--- config.mk ---
export PLATFORM = sky130hd
export DESIGN_NAME = sync_fifo_upsize
export DESIGN_NICKNAME = d
export VERILOG_FILES = /design/src/rtl/sync_fifo_upsize.sv
export SDC_FILE = /design/constraint.sdc
export NUM_CORES = 1
export LEC_CHECK = 0
export BUFFER_PORTS_ARGS = -buffer_cell sky130_fd_sc_hd__buf_2
export CORE_MARGIN = 1.5
export CORE_UTILIZATION = 40
export DETAILED_ROUTE_END_ITERATION = 7
export PLACE_DENSITY = 0.59
export SLEW_MARGIN = 0
export SYNTH_ARGS = -nofsm -noshare
export SYNTH_HDL_FRONTEND = slang
export SYNTH_SLANG_ARGS = --single-unit
--- constraint.sdc ---
create_clock -name clk -period 4.4 [get_ports clk]
set_input_delay 0.22 -clock clk [delete_from_list [all_inputs] [get_ports clk]]
set_output_delay 0.22 -clock clk [all_outputs]
set_load 0.01 [all_outputs]
--- src/rtl/sync_fifo_upsize.sv ---
// Synchronous width-upsizing FIFO: RATIO narrow write words pack into one wide read word.
// Optional overflow/underflow pulse outputs are enabled by defining SYNC_FIFO_UPSIZE_ERR_EN.
module sync_fifo_upsize #(
  parameter int DIN_WIDTH   = 4,
  parameter int DOUT_WIDTH  = 8,
  parameter int WADDR_WIDTH = 4,
  parameter int FWFT_EN     = 1,
  parameter int MSB_FIFO    = 1
) (
  input  logic                  clk,
  input  logic                  rst,
  input  logic [DIN_WIDTH-1:0]  din,
  input  logic                  wr_en,
  output logic                  full,
  output logic                  almost_full,
  output logic [DOUT_WIDTH-1:0] dout,
  input  logic                  rd_en,
  output logic                  empty,
  output logic                  almost_empty
`ifdef SYNC_FIFO_UPSIZE_ERR_EN
  ,
  output logic                  overflow,
  output logic                  underflow
`endif
);

  localparam int RATIO = DOUT_WIDTH / DIN_WIDTH;
  localparam int LOG2R = $clog2(RATIO);
  localparam int DEPTH = 1 << WADDR_WIDTH;
  localparam int PW    = WADDR_WIDTH + 1;

  // Both pointers count write words; the read pointer always sits on a RATIO boundary.
  logic [PW-1:0]          wr_ptr;
  logic [PW-1:0]          rd_ptr;
  logic [PW-1:0]          wr_ptr_nxt;
  logic [PW-1:0]          rd_ptr_nxt;
  logic [PW-1:0]          occ_nxt;
  logic [PW-1:0]          words_nxt;
  logic                   wr_acc;
  logic                   rd_acc;
  logic [DIN_WIDTH-1:0]   mem [DEPTH];
  logic [DOUT_WIDTH-1:0]  head_word;

  assign wr_acc = wr_en & ~full;
  assign rd_acc = rd_en & ~empty;

  always_comb begin
    wr_ptr_nxt = wr_ptr + PW'(wr_acc);
    rd_ptr_nxt = rd_acc ? (rd_ptr + PW'(RATIO)) : rd_ptr;
    occ_nxt    = wr_ptr_nxt - rd_ptr_nxt;
    // A trailing partial read word is dropped by the shift, keeping it invisible.
    words_nxt  = occ_nxt >> LOG2R;
  end

  // Pointer and flag stage
  always_ff @(posedge clk) begin
    if (rst) begin
      wr_ptr       <= '0;
      rd_ptr       <= '0;
      full         <= 1'b0;
      almost_full  <= 1'b0;
      empty        <= 1'b1;
      almost_empty <= 1'b1;
    end else begin
      wr_ptr       <= wr_ptr_nxt;
      rd_ptr       <= rd_ptr_nxt;
      full         <= (occ_nxt == PW'(DEPTH));
      almost_full  <= (occ_nxt >= PW'(DEPTH - 1));
      empty        <= (words_nxt == '0);
      almost_empty <= (words_nxt <= PW'(1));
    end
  end

  always_ff @(posedge clk) begin
    if (wr_acc) begin
      mem[wr_ptr[WADDR_WIDTH-1:0]] <= din;
    end
  end

  // Gather the RATIO write words at the head into one read word.
  always_comb begin
    head_word = '0;
    for (int i = 0; i < RATIO; i++) begin
      if (MSB_FIFO != 0) begin
        head_word[(RATIO-1-i)*DIN_WIDTH +: DIN_WIDTH] =
          mem[rd_ptr[WADDR_WIDTH-1:0] + WADDR_WIDTH'(i)];
      end else begin
        head_word[i*DIN_WIDTH +: DIN_WIDTH] =
          mem[rd_ptr[WADDR_WIDTH-1:0] + WADDR_WIDTH'(i)];
      end
    end
  end

  if (FWFT_EN != 0) begin : g_fwft
    assign dout = empty ? '0 : head_word;
  end else begin : g_std
    // Read output stage
    logic [DOUT_WIDTH-1:0] dout_p1;
    always_ff @(posedge clk) begin
      if (rst) begin
        dout_p1 <= '0;
      end else if (rd_acc) begin
        dout_p1 <= head_word;
      end
    end
    assign dout = dout_p1;
  end

`ifdef SYNC_FIFO_UPSIZE_ERR_EN
  always_ff @(posedge clk) begin
    if (rst) begin
      overflow  <= 1'b0;
      underflow <= 1'b0;
    end else begin
      overflow  <= wr_en & full;
      underflow <= rd_en & empty;
    end
  end
`endif

endmodule

==> Yosys cells after proc, flatten, opt, wreduce, memory -nomap -nowiden <==
Memories as Yosys holds them, arrays and structs flattened. A register that Yosys moved wholly into a read port is not among the register bits.
Index checks and enable logic that the tools add are counted.
{ "word_totals": {"register_bits": 14, "ramBits": 64, "input_bits": 8, "out_inout_bits": 12, "elab_cells": 24, "n_memories": 1} }
{ "memory_table": {"columns": ["memory", "depth", "width", "rd", "rd_ports_with_merged_regs", "write_ports", "line_no", "source"], "rows": [
  ["mem", 16, 4, 2, 1, 1, "41", "logic [DIN_WIDTH-1:0] mem [DEPTH];"]
]} }
{ "op_classes": {"addsub": 4, "magnitude_cmp": 2, "eq_ne": 1, "n_mux": 5, "bitwise_logic": 4, "reduce_logical": 1} }
{ "ops": {"columns": ["operator", "n"], "rows": [
  ["2-to-1 mux 8 bit", 1],
  ["adder 5 x 1 -> 5 bit", 1],
  ["adder 5 x 2 -> 5 bit (second input constant)", 1],
  ["== test 5 bit (second input constant)", 1],
  ["greater-or-equal comparator 5 x 4 -> 1 bit (second input constant)", 1],
  ["zero test 5 bit", 1],
  ["2-to-1 mux 5 bit", 1],
  ["subtractor 5 bit", 1],
  ["adder 4 x 1 -> 4 bit (second input constant)", 1],
  ["<= comparator 4 x 1 -> 1 bit (second input constant)", 1],
  ["2-to-1 mux 4 bit", 1],
  ["bitwise AND 1 bit", 2],
  ["2-to-1 mux 1 bit", 2],
  ["inverter 1 bit", 2]
]} }

==> Logic depth before layout (Yosys ltp) <==
Gate-level depths: netlist (run 1).
{ "depth": {"word_depth": 5, "mapped_depth": 11, "ltp_nobuf": 11} }

==> Least setup slack after synthesis (run 1) <==
OpenSTA, ideal clock, no wires.
{ "synth_path": {"path_type": "flip-flop to flip-flop", "startpoint": "reg full", "endpoint": "reg full", "setup_ns": 0.061, "arrival_ns": 2.335, "required_ns": 4.339, "setup_slack_ns": 2.004, "stages_incl_launch_ff": 11, "path_buffers": 0, "cell_sequence": "dfxtp_1 -> nor2b_1 -> ha_1 -> ha_1 -> xor2_1 -> o211a_1 -> nor2_1 -> ha_1 -> or3_1 -> nand2_1 -> and4b_1"} }
{ "synth_via": {"elab_chain_len": 5} }
{ "synth_lines": {"columns": ["item", "line_no", "source"], "rows": [
  ["start: declaration", "14", "output logic full,"],
  ["start signal: assignment", "67", "full <= (occ_nxt == PW'(DEPTH));"],
  ["inverter 1 bit", "44", "assign wr_acc = wr_en & ~full;"],
  ["bitwise AND 1 bit", "44", null],
  ["adder 5 x 1 -> 5 bit", "48", "wr_ptr_nxt = wr_ptr + PW'(wr_acc);"],
  ["subtractor 5 bit", "50", "occ_nxt = wr_ptr_nxt - rd_ptr_nxt;"],
  ["== test 5 bit", "67", null]
]} }
No other way between the ends.
A chain may end at the register's enable or synchronous reset.

==> Final worst setup path (run 1) <==
Same ends and word-level chain as after synthesis.

==> flow_summary_export.csv, run 1 <==
group,metric,value,unit
finish,instances_no_fill,343,
global_route,grt_pass1_vias,1775,
timing,worstMarginPinSlew,0.655,ns
synthesis,async_flop_share,0,
job,cap_viol_max_count,0,
global_route,grt-ovfl-total,0,
synthesis,synth_xor_area_frac,0.0154,
cts,cts.reportedPaths.clkPinSlew,0.08,ns
timing,period_minus_slack,2.64,ns
synthesis,synthAdderAreaFrac,0.0225,
synthesis,syn_area,0.00333,mm2
worst_setup_path,slowest_stage,"or3_1",
placed_design,place_hpwl,4.02,mm
cts,cts_tree,"yes",
cts,cts_root_buf,"clkbuf_8",
floorplanning,die_area,0.00889,mm2
cts,cts_setup_buffers,0,
placed_design,gp_congestion,0.699,
synthesis,synth_compound_area_frac,0.0432,
worst_hold_path,worstHoldPathType,"in2reg",
route,drtIter0Drc,121,
floorplanning,io_pins,20,
cts,cts-htree-levels,3,
placed_design,place_inst,327,
timing,tns,0,ns
synthesis,yosysTopAreaCell,"edfxtp_1",
finish,stdcell_area,0.00372,mm2
timing,fin_ws,1.76,ns
timing,setup_viol,0,
synthesis,synthDistinctLibCells,42,
floorplanning,rows,33,
route,drtPass1Iterations,4,
floorplanning,core_area,0.00813,mm2
global_route,antenna_found_initial,0,
worst_setup_path,crit_path_end_kind,"flip-flop",
synthesis,yosys_most_used_dff,"edfxtp_1",
worst_setup_path,path_cells,"nor2b_1 > ha_1 > ha_1 > xor2_1 > o211a_1 > nor2_1 > ha_1 > or3_1 > nand2_1 > and4b_1",
synthesis,yosysSeqAreaShare,0.655,
route,routedWlPerCell,17.3,um
cts,cts.sinks,77,
synthesis,ys_ff_latch,77,
synthesis,synthSimpleGateAreaFrac,0.110,
worst_setup_path,crit_path_max_fanout,6,
finish,area_growth,11.6,%
run_status,outcome,"complete, no violations",
synthesis,synth_area_leaders,"edfxtp_1, mux4_2, dfxtp_1",
worst_setup_path,cpMostUsedCell,"ha_1",
cts,clock_path_buffers,2,
pwr,ir_drop,171,uV
placed_design,port_buffers,19,
finish,drive_gt1_frac,0.248,
worst_setup_path,path_class,"reg2reg",
worst_setup_path,slowest_delay,0.39,ns
pwr,total_power,1.72,mW
route,vias,1767,
timing,grt_setup_unrepaired,"no",
worst_setup_path,cp.required,4.69,ns
timing,hold_viol_final,0,
cts,clock_latency,0.34,ns
synthesis,synth_top_family_by_area,"multiplexers",
route,ant_nets,0,
worst_setup_path,start_kind,"flip-flop",
cts,cts_buffers,9,
pwr,power_leakage,1.20,nW
timing,drv_slew,0,
global_route,grt_pass1_wl,9.56,mm
timing,skew,0.00817,ns
cts,holdBufCountCts,0,
cts,cts_resized,0,
synthesis,syn_area_per_cell,15.9,um2
worst_setup_path,critPathArrivalTime,2.93,ns
synthesis,synth-edff-count,64,
timing,relSlewSlack,0.560,
floorplanning,start_util,0.410,
route,drt_wl_total,5.93,mm
synthesis,synth_top_area_frac,0.577,
placed_design,dp_slack,1.77,ns
placed_design,post_dp_cell_area,0.00353,mm2
route,avgViaCountPerCell,5.15,
floorplanning,die_w,94.3,um
synthesis,synth_mux_area_frac,0.135,
finish,nNetsFinal,247,
global_route,grt_usage,0.150,
route,drc,0,
synthesis,synthCells,210,
global_route,grt_max_degree,20,
synthesis,ys.warnings.count,0,
timing,finalCritPeriodShare,0.599,
synthesis,synthesis.nets,224,
timing,max_freq,0.379,GHz
pwr,powerDensity,463,mW/mm2
floorplanning,die_h,94.3,um
finish,n_antenna_cell,0,
[state kept, by name (all words and copies together) (netlist names)]
| signal | cells |
|---|---|
| rd_ptr | 4 |
| mem | 64 |
| almost_empty | 1 |
| empty | 1 |
| wr_ptr | 5 |
| almost_full | 1 |
| full | 1 |
[stage by stage]
stage | hold WS, ns | util
floorplan | 0.292 | -
global placement | 0.516 | 0.434
detailed placement | 0.516 | 0.434
CTS | 0.205 | 0.457
global route | 0.223 | 0.457
finish | 0.211 | 0.457
[logic make-up after synthesis]
kind of cell               Yosys count
and+or+nand+nor                     67
DFF                                 77
adders and majority gates            6
AOI/OAI and AO/OA                   17
buffers and inverters               13
muxes                               25
xor gates and xnor gates             5
[worst paths after layout]
path	start	endpoint	slack, ns	cells past startpoint
worst max-delay path	full	full	1.76	10
worst min register to register	wr_ptr[4]	wr_ptr[4]	0.53	2
worst min-delay path	rst	wr_ptr[1]	0.21	2
worst max register to register	full	full	1.76	10
[cells in the mapped netlist (2+ instances only)]
cell and instances:
a21oi_1 5, a31o_1 2, buf_2 4, buf_4 2
clkbuf_1 2, dfxtp_1 13, edfxtp_1 64, ha_1 6
inv_1 4, mux2i_1 9, mux4_2 16, nand2_1 5
nand2b_1 2, nand3_1 4, nand3b_1 4, nor2_1 28
nor2b_1 7, nor3_1 5, o2111ai_1 2, o21ai_0 2
xnor2_1 2, xor2_1 2
[worst max-delay path: cells and delay by family, from the launching register on]
family,cells,cell delay [ns]
AND/OR/NAND/NOR,5,1.00
AO/OA/AOI/OAI,1,0.24
flip-flops,1,0.31
XOR/XNOR,1,0.34
adder cells (fa/ha/maj),3,0.69
[final cells by class]
type / instances / area (um2)
Clock buffer: 10 / 128
Multi-Input combinational cell: 120 / 1090
Inverter: 4 / 15.0
Clock inverter: 6 / 63.8
Fill cell: 723 / 4420
Timing Repair Buffer: 21 / 110
Sequential cell: 77 / 2180
Tap cell: 105 / 131
[metal layers]
layer  share of wire  global-route usage
met5               0                   0
met4           0.019              0.0709
met3           0.024              0.0275
met2            0.46               0.222
met1            0.50               0.214
[power breakdown]
| group | internal (mW) | leakage, nW | switching [mW] |
|---|---|---|---|
| clock | 0.260 | 0.0822 | 0.250 |
| sequential | 0.821 | 0.684 | 0.0314 |
| combinational | 0.170 | 0.432 | 0.188 |
[cells in the final DEF, fill, tap and decap left out, drive strengths merged, types with 6 or more instances in the layout]
master	n
edfxtp	64
mux2i	9
mux4	16
nor2	28
ha	6
nand3	6
nor2b	7
buf	21
clkbuf	10
dfxtp	13
Power figures use the tool's default switching activity.
==> run 2: changes to the inputs <==
--- a/config.mk
+++ b/config.mk
@@ -5,6 +5,7 @@
 export SDC_FILE = /design/constraint.sdc
 export NUM_CORES = 1
 export LEC_CHECK = 0
+export ABC_AREA = 1
 export BUFFER_PORTS_ARGS = -buffer_cell sky130_fd_sc_hd__buf_2
 export CORE_MARGIN = 1.5
 export CORE_UTILIZATION = 40
==> constraint.sdc (replaced) <==
create_clock -name clk -period 2.6 [get_ports clk]
set_input_delay 0.13 -clock clk [delete_from_list [all_inputs] [get_ports clk]]
set_output_delay 0.13 -clock clk [all_outputs]
set_load 0.01 [all_outputs]
==> run 2 against run 1 <==
  * Hold slack got worse by 0.13 ns
  * Largest power group unchanged
  * Non-clock buffer count rose by 3
  * Fmax rose by 19%
  * Critical path depth rose by 8
  * Sequential cell count did not move
  * Total power rose by 80%
  * Core utilization rose by 0.55 points
  * Highest routed layer unchanged
  * Routed wire length rose by 15%
==> flow_summary_export.csv, run 2 <==
group,metric,value,unit
cts,clock_latency,0.36,ns
worst_setup_path,r2r-end,"empty",
timing,worstMarginPinSlew,0.432,ns
synthesis,synthesis.nets,333,
worst_hold_path,worstHoldPathType,"in2reg",
worst_setup_path,r2r_slack,0.39,ns
finish,area_growth,13.0,%
finish,nNetsFinal,356,
synthesis,synthDistinctLibCells,22,
cts,cts-htree-levels,3,
worst_setup_path,critPathArrivalTime,2.52,ns
timing,hold_viol_final,0,
timing,relSlewSlack,0.711,
timing,tns,0,ns
synthesis,synth_top_area_frac,0.577,
cts,clock_path_buffers,2,
synthesis,synth_most_common_cell,"nor2_1",
global_route,antenna_found_initial,0,
cts,cts_buffers,9,
finish,most-common-layout-cells,"nor2_1, edfxtp_1, o21ai_0",
route,avgViaCountPerCell,4.95,
global_route,grt_pass1_vias,2221,
worst_setup_path,start_kind,"flip-flop",
floorplanning,rows,33,
floorplanning,io_pins,20,
cts,cts_tree,"yes",
cts,cts_root_buf,"clkbuf_8",
timing,drv_slew,0,
worst_setup_path,cp.required,2.91,ns
finish,stdcell_area,0.00376,mm2
cts,cts_setup_buffers,0,
route,drtIter0Drc,167,
finish,fillers,741,
synthesis,yosysSeqAreaShare,0.655,
worst_setup_path,reg2regPathDepth,18,
route,drt_wl_total,6.81,mm
route,routedWlPerCell,15.1,um
cts,holdBufCountCts,0,
worst_setup_path,path_class,"reg2reg",
route,drc,0,
synthesis,synth_common_cells,"nor2_1, edfxtp_1, o21ai_0",
worst_setup_path,r2r_start,"full",
timing,finalCritPeriodShare,0.851,
worst_setup_path,crit_path_max_fanout,5,
timing,setup_viol,0,
cts,cts.sinks,77,
worst_setup_path,crit_path_end_kind,"flip-flop",
finish,final_common_cell,"nor2_1",
floorplanning,core_area,0.00813,mm2
timing,grt_setup_unrepaired,"no",
finish,regArea,0.00218,mm2
worst_setup_path,slowest_delay,0.31,ns
worst_setup_path,path_cells,"nor2_1 > ha_1 > ha_1 > inv_1 > nand2_2 > nand2_2 > clkinv_2 > nand2_4 > nand2_1 > inv_1 > ha_1 > inv_1 > nand2_2 > xor2_2 > nand2_1 > nand2_1 > nand2_1 > inv_1",
cts,cts.reportedPaths.clkPinSlew,0.08,ns
synthesis,yosys_most_used_dff,"edfxtp_1",
synthesis,synth_area_leaders,"edfxtp_1, nor2_1, dfxtp_1",
global_route,grt-ovfl-total,0,
floorplanning,die_area,0.00889,mm2
route,vias,2237,
placed_design,gp_congestion,0.764,
finish,n_antenna_cell,0,
timing,max_freq,0.452,GHz
timing,skew,0.0101,ns
run_status,outcome,"complete, no violations",
pwr,powerDensity,823,mW/mm2
synthesis,ys_ff_latch,77,
synthesis,yosysTopAreaCell,"edfxtp_1",
placed_design,port_buffers,19,
worst_hold_path,min-delay-start,"rst",
floorplanning,start_util,0.410,
cts,cts_resized,0,
job,cap_viol_max_count,0,
route,ant_nets,0,
route,drtPass1Iterations,4,
finish,drive_gt1_frac,0.159,
synthesis,syn_area_per_cell,10.4,um2
worst_hold_path,whs_path_depth,2,
placed_design,post_dp_cell_area,0.00354,mm2
placed_design,place_hpwl,4.67,mm
global_route,grt_usage,0.168,
worst_hold_path,min_to,"wr_ptr[4]",
global_route,grt_max_degree,35,
synthesis,synth-edff-count,64,
worst_setup_path,slowest_stage,"dfxtp_1",
pwr,power_leakage,1.44,nW
synthesis,async_flop_share,0,
synthesis,syn_area,0.00333,mm2
floorplanning,die_w,94.3,um
finish,multi_input_area,985,um2
finish,largest_reg_flops,64,
synthesis,synthCells,319,
pwr,ir_drop,521,uV
global_route,grt_pass1_wl,11.0,mm
timing,period_minus_slack,2.21,ns
synthesis,ys.warnings.count,0,
floorplanning,die_h,94.3,um
## run 2: cell count changes after synthesis, sizes merged, moves of 7 or more
cell,delta
inv,+24
mux4,-16
nand2,+31
o22ai,+16
nand3,+9
o21ai,+39
nor2b,-7
mux2i,-9
nor2,+54
## run 2: cell families (layout without fill, tap and decap cells)
family,count (synthesis),count (layout),share of synthesized area
adder cells (fa/ha/maj),6,6,0.0225
buffers and inverters,41,69,0.0496
XOR/XNOR,3,3,0.0101
flip-flops,77,77,0.655
AO/OA/AOI/OAI,58,58,0.0950
AND/OR/NAND/NOR,134,134,0.168
## run 2: worst max-delay path: cells and delay by family, from the launching register on
kind                     cells  cell delay, ns
XOR/XNOR                     1            0.19
adder cells (fa/ha/maj)      3            0.62
buffers and inverters        5            0.29
AND/OR/NAND/NOR              9            0.77
flip-flops                   1            0.31
## run 2: how the worst max path moves through the flow
stage                     startpoint           end
after floorplan                 full         empty
after CTS                       full         empty
after global routing            full  almost_empty
final                           full         empty
after global placement          full         empty
after detailed placement        full         empty
## run 2: power breakdown
part	switching [mW]	internal [mW]
logic	0.446	0.235
clock network	0.464	0.545
registers	0.0215	1.38
total	0.932	2.16
## run 2: cell type report
cell class	count	share of cell area
Timing Repair Buffer	24	0.0352
Inverter	29	0.0293
Clock buffer	9	0.0329
Tap cell	105	0.0349
Sequential cell	77	0.580
Multi-Input combinational cell	201	0.262
Clock inverter	7	0.0263
## run 2: stage by stage
| step | worst slack [ns] | hold WS (ns) | std cells | util | power, mW |
|---|---|---|---|---|---|
| detailed placement | 0.384 | 0.448 | 436 | 0.435 | 2.12 |
| finish | 0.387 | 0.0828 | 452 | 0.463 | 3.10 |
| floorplan | 0.549 | 0.229 | 319 | - | 1.91 |
| global route | 0.0958 | 0.0960 | 452 | 0.463 | 3.27 |
| CTS | 0.357 | 0.0759 | 452 | 0.463 | 3.12 |
| global placement | 0.444 | 0.451 | 436 | 0.435 | 2.12 |
## run 2: routing by layer
layer | GRT usage | up-vias | share of wire | wire length, um
li1 | - | 1132 | - | -
met2 | 0.264 | 41 | 0.46 | 3150
met3 | 0.0445 | 9 | 0.046 | 311
met1 | 0.225 | 1055 | 0.48 | 3250
met5 | 0 | - | 0 | 0
met4 | 0.0560 | 0 | 0.014 | 96
